$ cat src/rtl/hh_gate_scheduler_if.sv
// Request/acknowledge link between the gate scheduler and the shared
// gating-rate datapath.
interface hh_gate_scheduler_if #(
    parameter int unsigned W = 16
);
    logic         dp_req;
    logic [1:0]   dp_sel;
    logic [W-1:0] dp_v;
    logic [W-1:0] dp_g;
    logic         dp_ack;
    logic [W-1:0] dp_g_next;

    modport master (
        output dp_req, dp_sel, dp_v, dp_g,
        input  dp_ack, dp_g_next
    );

    modport slave (
        input  dp_req, dp_sel, dp_v, dp_g,
        output dp_ack, dp_g_next
    );
endinterface

$ cat src/rtl/hh_gate_scheduler.sv
// Time-multiplexes one Hodgkin-Huxley gating-rate datapath across m, h and n
// for each integration step and commits the three new gate values atomically.
module hh_gate_scheduler #(
    parameter int unsigned  W       = 16,
    parameter logic [W-1:0] M_INIT  = 16'h0355,
    parameter logic [W-1:0] H_INIT  = 16'h4CCD,
    parameter logic [W-1:0] N_INIT  = 16'h0A3D,
    parameter int unsigned  TIMEOUT = 64
) (
    input  logic                clk,
    input  logic                rst,
    input  logic                i_start,
    input  logic [W-1:0]        i_v_in,
    output logic                o_busy,
    output logic                o_done,
    output logic                o_err,
    output logic [W-1:0]        o_m_out,
    output logic [W-1:0]        o_h_out,
    output logic [W-1:0]        o_n_out,
    hh_gate_scheduler_if.master dp
);
    localparam logic [W-1:0]  ONE      = {1'b1, {(W-1){1'b0}}};
    localparam int unsigned   TW       = $clog2(TIMEOUT + 1);
    localparam logic [TW-1:0] TMO_LAST = TW'(TIMEOUT - 1);

    typedef enum logic [1:0] {S_IDLE, S_WAIT, S_GAP, S_DONE} state_t;

    state_t        r_state;
    logic [1:0]    r_idx;
    logic [TW-1:0] r_tmo;
    logic          r_req;
    logic [W-1:0]  r_v;
    logic [W-1:0]  r_sh_m;
    logic [W-1:0]  r_sh_h;
    logic [W-1:0]  w_g_sel;

    // Gates are Q1.15 probabilities; anything above 1.0 saturates to 1.0.
    function automatic logic [W-1:0] clamp(input logic [W-1:0] g);
        return (g > ONE) ? ONE : g;
    endfunction

    always_comb begin
        w_g_sel = o_m_out;
        case (r_idx)
            2'd1:    w_g_sel = o_h_out;
            2'd2:    w_g_sel = o_n_out;
            default: w_g_sel = o_m_out;
        endcase
    end

    assign dp.dp_req = r_req;
    assign dp.dp_sel = r_idx;
    assign dp.dp_v   = r_v;
    assign dp.dp_g   = w_g_sel;

    always_ff @(posedge clk or posedge rst) begin
        if (rst) begin
            r_state <= S_IDLE;
            r_idx   <= '0;
            r_tmo   <= '0;
            r_req   <= 1'b0;
            r_v     <= '0;
            r_sh_m  <= '0;
            r_sh_h  <= '0;
            o_busy  <= 1'b0;
            o_done  <= 1'b0;
            o_err   <= 1'b0;
            o_m_out <= M_INIT;
            o_h_out <= H_INIT;
            o_n_out <= N_INIT;
        end else begin
            o_done <= 1'b0;
            case (r_state)
                S_IDLE: begin
                    if (i_start) begin
                        r_v     <= i_v_in;
                        o_err   <= 1'b0;
                        r_idx   <= '0;
                        r_tmo   <= '0;
                        r_req   <= 1'b1;
                        o_busy  <= 1'b1;
                        r_state <= S_WAIT;
                    end
                end
                S_WAIT: begin
                    if (dp.dp_ack) begin
                        r_req <= 1'b0;
                        r_tmo <= '0;
                        if (r_idx == 2'd0) r_sh_m <= dp.dp_g_next;
                        if (r_idx == 2'd1) r_sh_h <= dp.dp_g_next;
                        // n is committed straight from the bus with the two shadows.
                        if (r_idx == 2'd2) begin
                            o_m_out <= clamp(r_sh_m);
                            o_h_out <= clamp(r_sh_h);
                            o_n_out <= clamp(dp.dp_g_next);
                            o_done  <= 1'b1;
                            r_state <= S_DONE;
                        end else begin
                            r_state <= S_GAP;
                        end
                    end else if (r_tmo == TMO_LAST) begin
                        r_req   <= 1'b0;
                        o_err   <= 1'b1;
                        o_done  <= 1'b1;
                        r_state <= S_DONE;
                    end else begin
                        r_tmo <= r_tmo + 1'b1;
                    end
                end
                S_GAP: begin
                    r_idx   <= r_idx + 1'b1;
                    r_tmo   <= '0;
                    r_req   <= 1'b1;
                    r_state <= S_WAIT;
                end
                S_DONE: begin
                    o_busy  <= 1'b0;
                    r_state <= S_IDLE;
                end
                default: r_state <= S_IDLE;
            endcase
        end
    end
endmodule

$ cat src/flat_wrapper.sv
// flat-port wrapper written by rule: the top's interface ports become plain ports
module hh_gate_scheduler_flat 
#(
    parameter int unsigned  W       = 16,
    parameter logic [W-1:0] M_INIT  = 16'h0355,
    parameter logic [W-1:0] H_INIT  = 16'h4CCD,
    parameter logic [W-1:0] N_INIT  = 16'h0A3D,
    parameter int unsigned  TIMEOUT = 64
)
  (clk, rst, i_start, i_v_in, o_busy, o_done, o_err, o_m_out, o_h_out, o_n_out, dp_dp_req, dp_dp_sel, dp_dp_v, dp_dp_g, dp_dp_ack, dp_dp_g_next);
  hh_gate_scheduler_if #(.W(W)) dp_i ();
  input  logic clk;
  input  logic rst;
  input  logic i_start;
  input  logic [W-1:0] i_v_in;
  output logic o_busy;
  output logic o_done;
  output logic o_err;
  output logic [W-1:0] o_m_out;
  output logic [W-1:0] o_h_out;
  output logic [W-1:0] o_n_out;
  output wire logic [$bits(dp_i.dp_req)-1:0] dp_dp_req;
  output wire logic [$bits(dp_i.dp_sel)-1:0] dp_dp_sel;
  output wire logic [$bits(dp_i.dp_v)-1:0] dp_dp_v;
  output wire logic [$bits(dp_i.dp_g)-1:0] dp_dp_g;
  input wire logic [$bits(dp_i.dp_ack)-1:0] dp_dp_ack;
  input wire logic [$bits(dp_i.dp_g_next)-1:0] dp_dp_g_next;
  assign dp_dp_req = dp_i.dp_req;
  assign dp_dp_sel = dp_i.dp_sel;
  assign dp_dp_v = dp_i.dp_v;
  assign dp_dp_g = dp_i.dp_g;
  assign dp_i.dp_ack = dp_dp_ack;
  assign dp_i.dp_g_next = dp_dp_g_next;
  hh_gate_scheduler #(.W(W), .M_INIT(M_INIT), .H_INIT(H_INIT), .N_INIT(N_INIT), .TIMEOUT(TIMEOUT)) u_core (.clk(clk), .rst(rst), .i_start(i_start), .i_v_in(i_v_in), .o_busy(o_busy), .o_done(o_done), .o_err(o_err), .o_m_out(o_m_out), .o_h_out(o_h_out), .o_n_out(o_n_out), .dp(dp_i));
endmodule
$ cat config.mk
export PLATFORM = sky130hd
export DESIGN_NAME = hh_gate_scheduler_flat
export DESIGN_NICKNAME = d
export VERILOG_FILES = /design/src/rtl/hh_gate_scheduler_if.sv /design/src/rtl/hh_gate_scheduler.sv /design/src/flat_wrapper.sv
export SDC_FILE = /design/constraint.sdc
export NUM_CORES = 1
export LEC_CHECK = 0
export ABC_AREA = 1
export CAP_MARGIN = 20
export CORE_MARGIN = 2
export CORE_UTILIZATION = 30
export CTS_BUF_LIST = sky130_fd_sc_hd__clkbuf_4
export DETAILED_ROUTE_END_ITERATION = 8
export GPL_ROUTABILITY_DRIVEN = 0
export PLACE_DENSITY_LB_ADDON = 0.1
export SYNTH_ARGS = -nofsm -noshare
export SYNTH_HDL_FRONTEND = slang
export SYNTH_SLANG_ARGS = --single-unit
export TNS_END_PERCENT = 50
$ cat constraint.sdc
create_clock -name clk -period 3.6 [get_ports clk]
set_input_delay 0.72 -clock clk [delete_from_list [all_inputs] [get_ports clk]]
set_output_delay 0.72 -clock clk [all_outputs]
set_load 0.005 [all_outputs]
* Word-level counts from Yosys, hierarchy flattened *
Index checks and enable logic that the tools add are counted.

operators by class
  order comparisons = 3
  add/sub/neg operators = 2
  equal/unequal tests = 11
  reductions and logical operators = 16
  mux-type cells = 28

operators by type and width
  operator                count
  $gt A16 B16 Y1 const B  3
  $mux W16                3
  $pmux W16 S2            1
  $mux W7                 3
  $pmux W7 S3             1
  $reduce_and A3 Y1       5
  $mux W1                 11
  $mux W2                 4
  $pmux W2 S4             1
  $reduce_and A2 Y1       4
  $add A7 B1 Y7 const B   1
  $eq A7 B6 Y1 const B    1
  $eq A2 B2 Y1 const B    3
  $reduce_bool A2 Y1      3
  $eq A2 B1 Y1 const B    2
  $logic_not A2 Y1        2
  $ne A2 B2 Y1 const B    2
  $pmux W1 S2             2
  $pmux W2 S2             1
  $reduce_and A4 Y1       1
  $ne A3 B2 Y1 const B    1
  $ne A3 B3 Y1 const B    1
  $pmux W1 S3             1
  $reduce_bool A3 Y1      1
  other kinds (2)         2

word-level totals
  input port bits = 36
  flip-flop bits (word level) = 111
  output and inout bits = 86

* Longest topological paths before layout *
  word-level depth = 4
  depth in mapped cells = 9

* Worst setup path after synthesis *
No wires, ideal clock.

  path type = flip-flop to output port
  from = register u_core.r_idx[0], in the netlist u_core.dp.dp_sel[0]
  to = output dp_dp_g[10]
  arrival time = 1.426 ns
  buffers on the path = 2
  stages on the path, launching flop included = 7
  setup slack = 1.454 ns
  path through = dfrtp_1 > inv_1 > ha_1 > clkbuf_1 > clkbuf_1 > nor2_1 > a31oi_1

between the ends
  word-level cells in the longest chain between the ends = 2

RTL lines
  element                                              RTL line                  text
  start: declaration                                   hh_gate_scheduler.sv:29   logic [1:0] r_idx;
  start signal: assignment                             hh_gate_scheduler.sv:111  r_idx <= r_idx + 1'b1;
  $eq A2 B2 Y1 / $eq A2 B1 Y1 (equally long branches)  hh_gate_scheduler.sv:44   case (r_idx)
  $pmux W16 S2 (*)                                     hh_gate_scheduler.sv:44
  end: declaration                                     flat_wrapper.sv:25        output wire logic [$bits(dp_i.dp_g)-1:0] dp_dp_g;

Every way passes the cells marked *; elsewhere a longest branch is shown, timed or not.

* Worst setup path after layout *
  from = register u_core.r_idx[0], in the netlist u_core.dp.dp_sel[0]
  to = output dp_dp_g[14]

The elaborated chain is that of the path after synthesis.

==> impl.org <==
** Final layout
- The filler cells instantiated in the layout total 1763.
- Post-route cell area :: 6716 sq um
- Fraction of the core area covered by cells at the end of the flow :: ~40%
- Summing all multi-input logic gate instances after layout gives 1949 sq um.
- Cells with a size suffix above 1 make up 7.898% of the layout.
- Fin cells :: 1006
- The net count of the finished layout is 820.
- Relative to the synthesized area, the layout overhead comes to 30.26%.
- The sequential cells in the finished layout cover a total of between 2000 and 3000 sq um.

** Synthesis
- Synthesis instantiated 25 different standard cells from the library.
- Averaged over all synthesized cells, the footprint is 7.730 sq um.
- Yosys mapped a number of flops with a built-in enable equal to 0.
- Share of flip-flops with an asynchronous set or reset after synthesis :: between 90% and 100%
- Yosys printed 0 warnings.
- The cell count after synthesis came out at approximately 670.
- Total nets after synthesis :: 707
- Of the synthesized area, sequential elements account for 54.38%.
- Netlist area before placement :: 5156 sq um
- Flop and latch count out of synthesis :: 111
- The most used flip-flop cell after synthesis is dfrtp_1.

** Setup path
- Startpoint type of the worst setup path :: flop
- Endpoint kind of the worst setup timing path :: primary output
- Setup Crit Path Kind :: reg2out
- Largest stage delay on the critical path :: 540 ps
- For the worst setup path, the data arrival time is 2560 ps.
- Combined buffer and inverter count along the critical path :: 3
- Worst endpoint required time :: 2880 ps
- Along the worst path, the maximum fanout reaches 10.
- Traced cell by cell, the critical path runs through inv_1 > ha_1 > buf_4 > nand2_1 > a31oi_1 > clkdlybuf4s50_1.
- On the critical path, the stage with the largest delay is an instance of clkdlybuf4s50_1.
- Top Family by Delay on Critical Path :: buffers and inverters

** STA
- Setup_tns :: 0 ps
- Clk_skew :: 34.56 ps
- Hold slack :: 491.4 ps
- Setup repair after global routing left no endpoint under its margin.
- Static timing analysis puts the maximum clock frequency at 304.6 MHz.
- Number of hold violations in the final report :: 0
- For the pin with the worst max-slew slack, the measured transition is 990.0 ps.
- Count of endpoints failing setup in the final report :: 0
- In this run the tightest slew margin relative to its limit is around a third.
- The number of slew-limit violations in the final report came to 0.
- Subtracting the final worst setup slack from the clock period gives approximately 3300 ps.
- The worst path uses between 90 and 100% of the clock period.

** Floorplan
- Die area :: 18250 sq um
- The die is 135.1 um wide.
- Area of the placeable core :: about 17000 sq um
- After floorplanning, the core was divided into 47 placement rows.
- IO Count :: 122
- Initial core utilization :: 30.87%
- DIE HEIGHT :: 135.1 um

** Place
- In this run the tool buffered the top-level ports with 121 buffer cells.
- HPWL after detailed placement :: 10110 um
- After detailed placement, the design holds a cell count of 989.
- Area after DPL :: 6573 sq um

** CTS
- Post-CTS setup buffer count :: 0
- The H-tree generated during clock tree synthesis spans 3 levels.
- TritonCTS built the clock tree.
- The clock net in this run drives a total of 111 sinks.
- Post-cts sizing count :: 0
- Clk Latency, worst-skew pair :: 490 ps
- Number of buffers on the longest clock path :: 2
- The tree is rooted in a clkbuf_4.
- Clock-pin slew on the worst setup and hold paths :: 170 ps
- The number of hold buffers added after CTS was 0.
- CTS Buf Count :: 9

** Power and ir drop
- In this run the static leakage power is 0.003181 uW.
- Maximum ir drop on the vdd rail :: 0.3795 mV
- Power spread over the standard cell area amounts to between 800 and 900 nW/um^2.

** Outcome
- Outcome :: completed

** Global routing
- The first global-routing pass estimated 23150 um of wire.
- Pin count of the biggest net entering global routing :: 68
- Antenna violations before repair :: 1
- Overflow after GRT :: 0
- Number of global-route vias before repair :: ~4300
- Global-route total usage across every layer :: 16.36%

** Route
- Routed vias :: approximately 4500
- After the first detailed-routing iteration, the DRC count stood at 296.
- Wires add up to 14410 um.
- In this run the remaining antenna-violating nets after routing total 0.
- The first detailed-routing pass took 4 iterations.
- After detailed routing, the number of remaining DRC violations is 0.
- After detailed routing, the average wire length per cell comes to between 10 and 15 um.
- Via count normalized by instance count :: between 4 and 5

** Run
- Max-cap violation count :: 0

** Min path
- Type of the worst min-delay path :: reg2reg
==> layout make-up <==
class / instances / area share (%)
flip-flops and latches: 111 / 41.75
clock buffers: 11 / 1.230
diodes: 1 / 0.03726
well taps: 220 / 4.098
multi-input cells: 460 / 29.02
clock inverters: 5 / 0.8383
inverters: 69 / 3.912
repair buffers: 129 / 19.11
==> cell usage after synthesis, types with 2 or more instances <==
cell	n	area share (%)
a31oi_1	16	1.9
inv_2	3	0.22
ha_1	4	0.97
nor2_1	74	5.4
nand2_2	4	0.49
o21ai_1	10	0.97
buf_2	9	0.87
o21ai_0	47	4.6
dfstp_2	21	11
a21oi_1	4	0.39
nor2_2	6	0.73
nand3_1	9	0.87
clkbuf_1	9	0.66
buf_4	5	0.73
nor2_4	2	0.44
nand2_1	279	20
inv_1	66	4.8
buf_1	2	0.15
buf_6	2	0.44
dfrtp_1	90	44
==> sequential cells by signal (all words and copies together), names as in the netlist <==
signal / flops
u_core.dp.dp_req: 1
u_core.o_m_out: 16
u_core.o_h_out: 16
u_core.o_done: 1
u_core.dp.dp_v: 16
u_core.r_sh_m: 16
u_core.r_tmo: 7
u_core.o_err: 1
u_core.o_busy: 1
u_core.o_n_out: 16
u_core.dp.dp_sel: 2
u_core.r_state: 2
u_core.r_sh_h: 16
==> worst reg2reg max path, stage by stage, from the launching register on <==
cell,delay [ps]
dfrtp_1,450
inv_1,100
ha_2,510
nand2_1,710
o21ai_0,410
==> logic make-up (layout without fill, tap and decap cells) <==
kind of cell | Yosys count | in the layout | share of synthesized area [%]
and+or+nand+nor | 375 | 375 | 28.34
DFF | 111 | 111 | 54.38
buffers and inverters | 96 | 214 | 7.862
AOI/OAI and AO/OA | 80 | 80 | 8.275
adders and majority gates | 4 | 4 | 0.9707
xor gates and xnor gates | 1 | 1 | 0.1699
other | 0 | 1 | 0
==> power by group <==
| part | internal [uW] | switching [uW] |
|---|---|---|
| Sequential | 1860 | 439 |
| Combinational | 1500 | 1320 |
| Clock | 229 | 424 |
==> layer usage <==
layer  routed length (um)  track usage [%]  share of wire [%]
met1                 6913            23.12                 48
met5                    0                0                  0
met4                  289            6.308                2.0
met3                  457            2.215                3.2
met2                 6752            25.58                 47
==> cells in the final DEF (no fill, tap or decap), types with 7 or more instances in the layout <==
cell               n
clkbuf_4          11
clkdlybuf4s50_1  121
dfstp_2           21
nand3_1            9
a31oi_1           16
buf_4              7
nand2_1          279
o21ai_1           10
o21ai_0           47
nor2_1            74
dfrtp_1           90
inv_1             65
==> worst paths after layout <==
check	to	cells past startpoint	startpoint	slack (ps)
worst max-delay path	dp_dp_g[14]	6	u_core.dp.dp_sel[0]	320
worst min-delay path	u_core.o_h_out[0]	2	u_core.o_h_out[0]	490
worst max register to register	u_core.r_sh_h[5]	4	u_core.dp.dp_sel[1]	1330
worst min register to register	u_core.o_h_out[0]	2	u_core.o_h_out[0]	490
max in group asynchronous	u_core.o_h_out[6]	3	rst	2190
min in group asynchronous	u_core.o_m_out[5]	2	rst	640
==> stage by stage <==
stage                     worst slack [ps]  total power, uW
after floorplan                       1454             3534
after global placement               713.3             5147
after detailed placement             605.0             5198
after CTS                            34.76             5874
after global routing                 101.8             6273
final                                317.0             5771
Note: power is estimated with default switching activity, not from simulation.
